[src/rtl/acc_requant_pkg.sv]
`default_nettype none
// ============================================================================
// Module      : acc_requant_pkg
// Description : Shared types, default widths and the shift/round/saturate
//               helper for the accumulator requantize-and-pack stage.
// Revision    : 1.0 - initial release
// ============================================================================
package acc_requant_pkg;

  localparam int DEF_ACC_W = 32;
  localparam int DEF_OUT_W = 8;
  localparam int DEF_PACK  = 4;
  localparam int SHIFT_W   = 5;
  localparam int LEN_W     = 16;
  // Working width for the rounding add; holds ACC_W+1 bits for any ACC_W <= 63.
  localparam int CALC_W    = 64;

  typedef enum logic [0:0] {
    IDLE = 1'b0,
    FILL = 1'b1
  } state_t;

  // Rounding arithmetic right shift (half toward +inf) followed by signed
  // saturation to an out_w-bit range. Result is returned sign-extended.
  function automatic logic signed [CALC_W-1:0] sat_round(
    input logic signed [CALC_W-1:0] acc,
    input logic        [SHIFT_W-1:0] shift,
    input int                        out_w
  );
    logic signed [CALC_W-1:0] half;
    logic signed [CALC_W-1:0] sum;
    logic signed [CALC_W-1:0] shifted;
    logic signed [CALC_W-1:0] hi;
    logic signed [CALC_W-1:0] lo;
    half = '0;
    if (shift != '0) begin
      half = CALC_W'(1) << (shift - SHIFT_W'(1));
    end
    sum     = acc + half;
    shifted = sum >>> shift;
    hi      = (CALC_W'(1) << (out_w - 1)) - CALC_W'(1);
    lo      = ~hi;
    if (shifted > hi) begin
      sat_round = hi;
    end else if (shifted < lo) begin
      sat_round = lo;
    end else begin
      sat_round = shifted;
    end
  endfunction

endpackage
`default_nettype wire

[src/rtl/acc_requant_packer_requant_lane.sv]
`default_nettype none
// ============================================================================
// Module      : requant_lane
// Description : Combinational conversion of one signed accumulator value to
//               an OUT_W-bit element: rounding shift, optional ReLU, saturate.
//               Optional feature macro: ACC_REQUANT_RELU_EN (clamp negatives).
// Revision    : 1.0 - initial release
// ============================================================================
module requant_lane
  import acc_requant_pkg::*;
#(
  parameter int ACC_W = DEF_ACC_W,
  parameter int OUT_W = DEF_OUT_W
) (
  input  logic signed [ACC_W-1:0]   acc,
  input  logic        [SHIFT_W-1:0] shift,
  output logic signed [OUT_W-1:0]   res
);

  // Saturated value already fits OUT_W, so its top bit is the true sign;
  // clamping after saturation gives the same result as clamping before.
  always_comb begin
    res = OUT_W'(sat_round(CALC_W'(acc), shift, OUT_W));
`ifdef ACC_REQUANT_RELU_EN
    if (res[OUT_W-1]) begin
      res = '0;
    end
`endif
  end

endmodule
`default_nettype wire

[src/rtl/acc_requant_packer.sv]
`default_nettype none
// ============================================================================
// Module      : acc_requant_packer
// Description : Requantizes a stream of signed accumulators to OUT_W-bit
//               elements, packs PACK elements per output beat and marks the
//               last beat of each cfg_len-element frame with m_TLAST.
//               Optional feature macro: ACC_REQUANT_RELU_EN (ReLU clamp).
// Revision    : 1.0 - initial release
// ============================================================================
module acc_requant_packer
  import acc_requant_pkg::*;
#(
  parameter int ACC_W = DEF_ACC_W,
  parameter int OUT_W = DEF_OUT_W,
  parameter int PACK  = DEF_PACK
) (
  input  logic                  clk,
  input  logic                  reset,
  input  logic [ACC_W-1:0]      s_TDATA,
  input  logic                  s_TVALID,
  output logic                  s_TREADY,
  input  logic [SHIFT_W-1:0]    cfg_shift,
  input  logic [LEN_W-1:0]      cfg_len,
  output logic [PACK*OUT_W-1:0] m_TDATA,
  output logic [PACK-1:0]       m_TKEEP,
  output logic                  m_TLAST,
  output logic                  m_TVALID,
  input  logic                  m_TREADY
);

  localparam int LANE_W = (PACK > 1) ? $clog2(PACK) : 1;
  localparam logic [LANE_W-1:0] LANE_LAST = LANE_W'(PACK - 1);

  state_t              state;
  state_t              state_nxt;
  logic [LANE_W-1:0]   lane;
  logic [LANE_W-1:0]   lane_nxt;
  logic [LEN_W-1:0]    elem;
  logic [LEN_W-1:0]    elem_nxt;
  logic [SHIFT_W-1:0]  shift_reg;
  logic [LEN_W-1:0]    len_m1_reg;
  logic [OUT_W-1:0]    lane_buf [PACK];

  logic                accept;
  logic                frame_last;
  logic                beat_done;
  logic [SHIFT_W-1:0]  eff_shift;
  logic [LEN_W-1:0]    eff_len_m1;
  logic signed [OUT_W-1:0] new_elem;
  logic [PACK*OUT_W-1:0]   beat_data;
  logic [PACK-1:0]         beat_keep;

  // Stall whenever the output register holds a beat that is not draining.
  assign s_TREADY = !m_TVALID || m_TREADY;
  assign accept   = s_TVALID && s_TREADY;

  // Frame parameters: live config for a frame's first element, latched after.
  always_comb begin
    eff_shift  = shift_reg;
    eff_len_m1 = len_m1_reg;
    if (state == IDLE) begin
      eff_shift  = cfg_shift;
      eff_len_m1 = (cfg_len == '0) ? '0 : cfg_len - LEN_W'(1);
    end
  end

  assign frame_last = (elem == eff_len_m1);
  assign beat_done  = (lane == LANE_LAST) || frame_last;

  requant_lane #(
    .ACC_W (ACC_W),
    .OUT_W (OUT_W)
  ) u_requant_lane (
    .acc   (s_TDATA),
    .shift (eff_shift),
    .res   (new_elem)
  );

  // Next frame state and element/lane counters.
  always_comb begin
    state_nxt = state;
    lane_nxt  = lane;
    elem_nxt  = elem;
    if (accept) begin
      if (frame_last) begin
        state_nxt = IDLE;
        lane_nxt  = '0;
        elem_nxt  = '0;
      end else begin
        state_nxt = FILL;
        lane_nxt  = beat_done ? '0 : lane + LANE_W'(1);
        elem_nxt  = elem + LEN_W'(1);
      end
    end
  end

  // Merge buffered lanes with the incoming element; lanes above it stay zero.
  always_comb begin
    beat_data = '0;
    beat_keep = '0;
    for (int i = 0; i < PACK; i++) begin
      if (LANE_W'(i) < lane) begin
        beat_data[i*OUT_W +: OUT_W] = lane_buf[i];
        beat_keep[i]                = 1'b1;
      end else if (LANE_W'(i) == lane) begin
        beat_data[i*OUT_W +: OUT_W] = new_elem;
        beat_keep[i]                = 1'b1;
      end
    end
  end

  // FSM state and counters.
  always_ff @(posedge clk or negedge reset) begin
    if (!reset) begin
      state <= IDLE;
      lane  <= '0;
      elem  <= '0;
    end else begin
      state <= state_nxt;
      lane  <= lane_nxt;
      elem  <= elem_nxt;
    end
  end

  // Capture shift/length on the first element of each frame.
  always_ff @(posedge clk or negedge reset) begin
    if (!reset) begin
      shift_reg  <= '0;
      len_m1_reg <= '0;
    end else if (accept && (state == IDLE)) begin
      shift_reg  <= cfg_shift;
      len_m1_reg <= eff_len_m1;
    end
  end

  // Lane buffer holds elements of the beat still being filled.
  always_ff @(posedge clk or negedge reset) begin
    if (!reset) begin
      for (int i = 0; i < PACK; i++) begin
        lane_buf[i] <= '0;
      end
    end else if (accept && !beat_done) begin
      lane_buf[lane] <= new_elem;
    end
  end

  // Output register: loads a completed beat, even while the previous one drains.
  always_ff @(posedge clk or negedge reset) begin
    if (!reset) begin
      m_TDATA  <= '0;
      m_TKEEP  <= '0;
      m_TLAST  <= 1'b0;
      m_TVALID <= 1'b0;
    end else if (accept && beat_done) begin
      m_TDATA  <= beat_data;
      m_TKEEP  <= beat_keep;
      m_TLAST  <= frame_last;
      m_TVALID <= 1'b1;
    end else if (m_TREADY) begin
      m_TVALID <= 1'b0;
    end
  end

endmodule
`default_nettype wire

[config.mk]
export PLATFORM = sky130hd
export DESIGN_NAME = acc_requant_packer
export DESIGN_NICKNAME = d
export VERILOG_FILES = /design/src/rtl/acc_requant_pkg.sv /design/src/rtl/acc_requant_packer_requant_lane.sv /design/src/rtl/acc_requant_packer.sv
export SDC_FILE = /design/constraint.sdc
export NUM_CORES = 1
export LEC_CHECK = 0
export CELL_PAD_IN_SITES_DETAIL_PLACEMENT = 1
export CELL_PAD_IN_SITES_GLOBAL_PLACEMENT = 2
export CORE_MARGIN = 2
export CORE_UTILIZATION = 30
export DETAILED_ROUTE_END_ITERATION = 10
export GPL_ROUTABILITY_DRIVEN = 0
export HOLD_SLACK_MARGIN = 0.05
export PLACE_DENSITY = 0.81
export SETUP_SLACK_MARGIN = 0.3
export SLEW_MARGIN = 0
export SYNTH_ARGS = -nofsm -noshare
export SYNTH_HDL_FRONTEND = slang
export SYNTH_SLANG_ARGS = --single-unit
[constraint.sdc]
create_clock -name clk -period 5.93 [get_ports clk]
set_input_delay 0.593 -clock clk [delete_from_list [all_inputs] [get_ports clk]]
set_output_delay 0.593 -clock clk [all_outputs]
set_load 0.01 [all_outputs]
==> flow_summary.yaml, run 1 <==
global_route:
  first_global_vias: 14704
  track_usage_pct: 27.4
  gr-total-overflow: 0
  antenna_found_initial: 0
  grt_max_degree: 55
  grt_pass1_wl_mm: 84.6
timing:
  max_freq_mhz: 174
  finalSetupTns_ns: 0
  relSlewSlack_pct: 37.0
  finalHoldViolations: 0
  final-setup-viol-count: 0
  fin_crit_sh_pct: 96.9
  finClkSkew_ns: 0.0108
  slew_viol_final: 0
  min_period_ns: 5.75
  tightest_slew_ns: 0.942
  rsz0062_at_grt: "yes"
route:
  via_per_inst: 5.98
  ant_nets: 0
  first_iter_violations: 1237
  dr_total_vias: 14682
  drc: 0
  wirelength_mm: 57.7
  dr.pass1.iters: 5
  post_drt_wl_per_cell_um: 23.5
clock_tree:
  clock_sinks: 102
  holdBufCountCts: 0
  cts_buffers: 9
  cts_root_buffer: "clkbuf_16"
  cts_tree: "yes"
  clk_latency_ns: 0.36
  cts_max_level: 3
  clk_transition_reported_paths_ns: 0.08
  clock_path_buffers: 2
yosys:
  ys_types: 101
  synth_edf_count: 0
  synth_area_leader_cell: "dfrtp_1"
  synth_seq_cells: 102
  synth_ff_type: "dfrtp_1"
  synth_area_leaders: "dfrtp_1 23%, nand2_1 6.2%, nor2_1 5.5%"
  syn_inst: 1502
  yosysMostFrequentCell: "nand2_1"
  synth_area_per_cell_sq_um: 7.54
  syn_nets: 1599
  synthArstFlopShare_pct: 100
  seq_area_frac_synth_pct: 22.5
  yosys-top-cells-count: "188 x nand2_1, 167 x nor2_1, 103 x a21oi_1"
  synth_top_area_share_pct: 22.5
  ys_warn_count: 0
  syn_area_sq_um: 11300
critical_path:
  cp_top_family: "simple AND/OR/NAND/NOR gates"
  timing.rr.start: "state$_DFFE_PN0P_"
  timing.rr.end: "lane_buf[24]$_DFFE_PN0P_"
  required_ns: 6.17
  slowest_stage: "dfrtp_2"
  regToRegSetupSlack_ns: 0.18
  cp-start-kind: "flip-flop"
  max_stage_delay_ns: 0.45
  critPathMaxFanout: 8
  r2r_cells: 25
  worstPathArrival_ns: 5.99
  endpoint_kind: "flip-flop"
  cp_num_buf_inv: 6
  crit_type: "flip-flop to flip-flop"
layout:
  final_area_sq_um: 17800
  n_antenna_cell: 0
  regMostFlops: "m_TDATA"
  layout.nets: 2037
  reg.largest.list: "m_TDATA: 32 flops, lane_buf: 24 flops"
  area_delta_synth_final_pct: 57.1
  largest_reg_flops: 32
  final_layout_size_suffix_gt1_share_pct: 38.2
worst_hold_path:
  hp-class: "input pin to async pin"
power_and_ir_drop:
  power.density_nw_per_um2: 257
  power_w: 0.00458
  p_leak_nw: 7.43
  peakVddDrop_v: 0.000152
floorplanning:
  rows: 71
  die-width_um: 198
  io_pins: 96
  die_area_sq_um: 39300
  start_util_pct: 30.3
  core_area_sq_um: 37400
  die_h_um: 198
place:
  post-dp-hpwl_mm: 42.3
  dpl_cell_area_sq_um: 15400
  io_buffers: 95
outcome:
  status: "finished, final reports clean"
run:
  maxCapViolCount: 0
-- per-stage QoR --
| step | util [%] | setup WS [ns] | hold slack (ns) | std cells |
|---|---|---|---|---|
| finish | 47.6 | 0.184 | 0.290 | 2456 |
| global route | 47.6 | 0.0143 | 0.329 | 2456 |
| CTS | 44.0 | 0.301 | 0.299 | 2416 |
| detailed placement | 41.3 | -0.788 | 0.465 | 2380 |
| global placement | 41.3 | -0.601 | 0.459 | 2380 |
| floorplan | - | 0.323 | 0.297 | 1502 |
-- report_power, final --
group / switching (W) / total (W) / internal, W
Clock: 0.000311 / 0.000611 / 0.000300
Combinational: 0.00156 / 0.00285 / 0.00129
Sequential: 0.000191 / 0.00112 / 0.000927
Total: 0.00206 / 0.00458 / 0.00252
-- layout make-up --
class | count | area (sq um)
clock inverter | 7 | 76.3
fill | 4436 | 19600
multi-input combinational | 1288 | 9880
tap | 511 | 639
sequential | 102 | 2550
timing repair buffer | 526 | 4370
clock buffer | 9 | 225
inverter | 13 | 48.8
-- cells by family (layout without fill, tap and decap cells) --
group	Yosys count	after routing	share of synthesized area, %
AO/OA/AOI/OAI	512	512	32.8
buffers and inverters	112	555	4.08
AND/OR/NAND/NOR	617	617	26.0
XOR/XNOR	65	65	5.03
flip-flops	102	102	22.5
multiplexers	52	52	5.06
adder cells (fa/ha/maj)	40	40	4.49
other	2	2	0.0663
-- placed cells by master, fill, tap and decap left out, drive strengths merged, types with 12 or more instances in the layout --
cell	netlist	layout
a211o	14	14
a211oi	41	41
a21o	16	16
a21oi	106	106
a22o	15	15
a311oi	18	18
a31o	17	17
a31oi	32	32
and2	16	16
and3	26	26
buf	39	431
clkdlybuf4s50	0	90
dfrtp	102	102
ha	39	39
inv	13	16
mux2	29	29
mux2i	22	22
nand2	188	188
nand2b	25	25
nand3	50	50
nand4	34	34
nor2	168	168
nor3	46	46
nor4	21	21
o211ai	24	24
o21a	15	15
o21ai	98	98
or3	12	12
xnor2	37	37
xor2	28	28
-- routing by layer --
metal  vias up  global-route usage (%)  wire length [um]
met4         0                    9.36              2070
li1       6557                       -                 -
met3       148                    4.29              4000
met2       607                    45.9             27600
met5         -                       0                 0
met1      7370                    35.9             24000
-- repair_timing --
item	4_1_cts	5_1_grt
endpoints found under the setup margin	49	49
gates resized for setup	118	211
gates cloned	0	1
buffers inserted	20	39
pin swaps	38	81
-- worst max-delay path by stage --
stage	from	end	slack, ns	cells after the start
after floorplan	state$_DFFE_PN0P_	lane_buf[10]$_DFFE_PN0P_	0.32	24
after global placement	cfg_shift[0]	m_TDATA[18]$_DFFE_PN0P_	-0.60	21
after detailed placement	cfg_shift[0]	m_TDATA[22]$_DFFE_PN0P_	-0.79	21
after CTS	state$_DFFE_PN0P_	lane_buf[24]$_DFFE_PN0P_	0.30	27
after global routing	state$_DFFE_PN0P_	lane_buf[24]$_DFFE_PN0P_	0.01	24
final	state$_DFFE_PN0P_	lane_buf[24]$_DFFE_PN0P_	0.18	25
Power figures use the tool's default switching activity.
==> run 2, diff against run 1 <==
PLACE_DENSITY = 0.8   (was 0.81)
SYNTH_HIERARCHICAL = 1   (was default)
==> flow_summary.yaml, run 2 <==
clock_tree:
  cts_tree: "yes"
  holdBufCountCts: 0
  clock_sinks: 102
  clk_transition_reported_paths_ns: 0.07
  cts_root_buffer: "clkbuf_16"
  cts_max_level: 3
  cts_buffers: 9
  clock_path_buffers: 2
  clk_latency_ns: 0.36
timing:
  finClkSkew_ns: 0.00647
  final-setup-viol-count: 49
  layout_setup_ws_ns: -0.557
  relSlewSlack_pct: 39.3
  holdWs_ns: 0.176
  fin_crit_sh_pct: 109
  rsz0062_at_grt: "yes"
  finalHoldViolations: 0
  slew_viol_final: 0
  max_freq_mhz: 154
  tightest_slew_ns: 0.911
  min_period_ns: 6.49
route:
  dr.pass1.iters: 7
  ant_nets: 0
  post_drt_wl_per_cell_um: 22.2
  first_iter_violations: 1039
  drc: 0
  via_per_inst: 5.95
  wirelength_mm: 55.1
  dr_total_vias: 14766
yosys:
  syn_inst: 1578
  yosysMostFrequentCell: "nand2_1"
  synth_area_leader_cell: "dfrtp_1"
  seq_area_frac_synth_pct: 21.3
  synthMuxAreaShare_pct: 8.33
  synth_fa_ha_area_share_pct: 4.45
  synth_top_area_share_pct: 21.3
  yosys.area_share.simple_pct: 25.3
  synth_compound_area_share_pct: 31.7
  synth-xor-area-share_pct: 3.88
  synthArstFlopShare_pct: 100
  synth_ff_type: "dfrtp_1"
  synth_top_family_by_area: "compound AO/OA/AOI/OAI gates"
  synth_area_leaders: "dfrtp_1 21%, nand2_1 5.8%, mux2_2 5.2%"
  synth_edf_count: 0
  ys_warn_count: 6
  synth_seq_cells: 102
  ys_types: 94
  syn_area_sq_um: 12000
  syn_nets: 1677
  yosys-top-cells-count: "186 x nand2_1, 158 x nor2_1, 102 x dfrtp_1"
  synth_area_per_cell_sq_um: 7.59
layout:
  area_delta_synth_final_pct: 44.6
  reg.largest.list: "m_TDATA: 32 flops, lane_buf: 24 flops"
  most-common-layout-cells: "372 x buf_4, 176 x nand2_1, 139 x nor2_1, 101 x dfrtp_1, 89 x clkdlybuf4s50_1"
  final_area_sq_um: 17300
  fin_util_pct: 43.8
  multi_input_area_sq_um: 9680
  layout.cells.non_filler: 2483
  n_antenna_cell: 0
  fillers: 4748
  layout.nets: 2052
  final_common_cell: "buf_4"
  final_layout_size_suffix_gt1_share_pct: 32.2
  ff_latch_area_sq_um: 2550
  largest_reg_flops: 32
  regMostFlops: "m_TDATA"
floorplanning:
  rows: 73
  die_h_um: 204
  io_pins: 96
  start_util_pct: 30.3
  core_area_sq_um: 39500
  die_area_sq_um: 41500
  die-width_um: 204
critical_path:
  crit_type: "flip-flop to flip-flop"
  worstPathArrival_ns: 6.75
  endpoint_kind: "flip-flop"
  critical_path_depth: 30
  required_ns: 6.19
  cp_top_family: "compound AO/OA/AOI/OAI gates"
  cpMostUsedCell: "buf_4"
  critPathMaxFanout: 10
  cp-start-kind: "flip-flop"
  slowest_stage: "dfrtp_2"
  r2r_cells: 30
  cp_num_buf_inv: 11
  max_stage_delay_ns: 0.49
global_route:
  track_usage_pct: 26.2
  grt_pass1_wl_mm: 86.5
  gr-total-overflow: 0
  antenna_found_initial: 0
  first_global_vias: 15267
  grt_max_degree: 71
outcome:
  status: "complete, but fails checks"
  violations: "setup timing"
place:
  pre_cts_slack_ns: -1.38
  dpl_cell_area_sq_um: 15900
  post-dp-hpwl_mm: 41.6
  io_buffers: 95
  dp.cells: 2427
power_and_ir_drop:
  peakVddDrop_v: 0.000163
  power.density_nw_per_um2: 192
  p_leak_nw: 7.32
worst_hold_path:
  hp-class: "input pin to async pin"
run:
  maxCapViolCount: 0
[run 2: changes by cell type in the layout (fill, tap and decap cells not counted), moves of 14 or more]
cell      change
nor2b_1      +19
mux2i_1      +15
buf_4        -32
nand2b_1     -15
mux2_2       +33
o31ai_1      +14
a21oi_2      -15
or3_1        +21
[run 2: cell families after synthesis]
group           after synthesis
buf+inv                     149
compound gates              521
mux                          89
other cells                   2
fa+ha+maj                    42
flops                       102
simple gates                620
xor+xnor                     53
[run 2: worst register-to-register path: cells and delay by family (launching register included)]
family | cells | cell delay, ns
compound gates | 11 | 2.71
buf+inv | 11 | 1.64
simple gates | 6 | 0.87
flops | 1 | 0.49
mux | 1 | 0.37
fa+ha+maj | 1 | 0.29
[run 2: stage by stage]
step | power [W] | setup TNS [ns]
floorplan | 0.00198 | -29.72
global placement | 0.00253 | -53.27
detailed placement | 0.00261 | -54.86
CTS | 0.00329 | -12.24
global route | 0.00352 | -25.58
finish | 0.00332 | -17.52
[run 2: layout make-up]
cell class                 count  area share, %
clock buffer                  12           1.54
multi-input combinational   1327           55.9
inverter                      23          0.542
clock inverter                 4          0.217
sequential                   102           14.7
tap                          525           3.79
timing repair buffer         490           23.2
[run 2: power breakdown]
| part | switching (W) | internal [W] | leakage (nW) |
|---|---|---|---|
| Combinational | 0.000857 | 0.000780 | 5.98 |
| Clock | 0.000291 | 0.000326 | 0.151 |
| Sequential | 0.000191 | 0.000881 | 1.19 |
[run 2: final timing paths]
kind | startpoint | end | slack, ns
min in group clk | m_TKEEP[0]$_DFFE_PN0P_ | m_TKEEP[0]$_DFFE_PN0P_ | 0.47
setup / recovery | state$_DFFE_PN0P_ | m_TDATA[16]$_DFFE_PN0P_ | -0.56
hold / removal | reset | len_m1_reg[11]$_DFFE_PN0P_ | 0.18
max in group asynchronous | reset | lane_buf[25]$_DFFE_PN0P_ | 4.47
setup reg to reg | state$_DFFE_PN0P_ | m_TDATA[16]$_DFFE_PN0P_ | -0.56
hold reg to reg | m_TKEEP[0]$_DFFE_PN0P_ | m_TKEEP[0]$_DFFE_PN0P_ | 0.47
[run 2: metal layers]
layer	share of wire [%]	GRT usage, %	wire, um	up-vias
met5	0	0	0	-
met4	3.5	10.7	1910	0
met3	4.9	2.36	2690	117
met2	49	46.0	27100	512
met1	42	32.8	23300	7367
li1	-	-	-	6770
[run 2: what timing repair did]
item	CTS	global route
buffers inserted	28	12
pin swaps	47	8
gates resized for setup	156	27
setup endpoints to repair	49	49
cloned	0	0
==> run 3, diff against run 2 <==
CTS_CLUSTER_DIAMETER = 40   (was default)
==> results of run 3 <==
No change in the layout: final DEF, timing and power equal those of run 2.
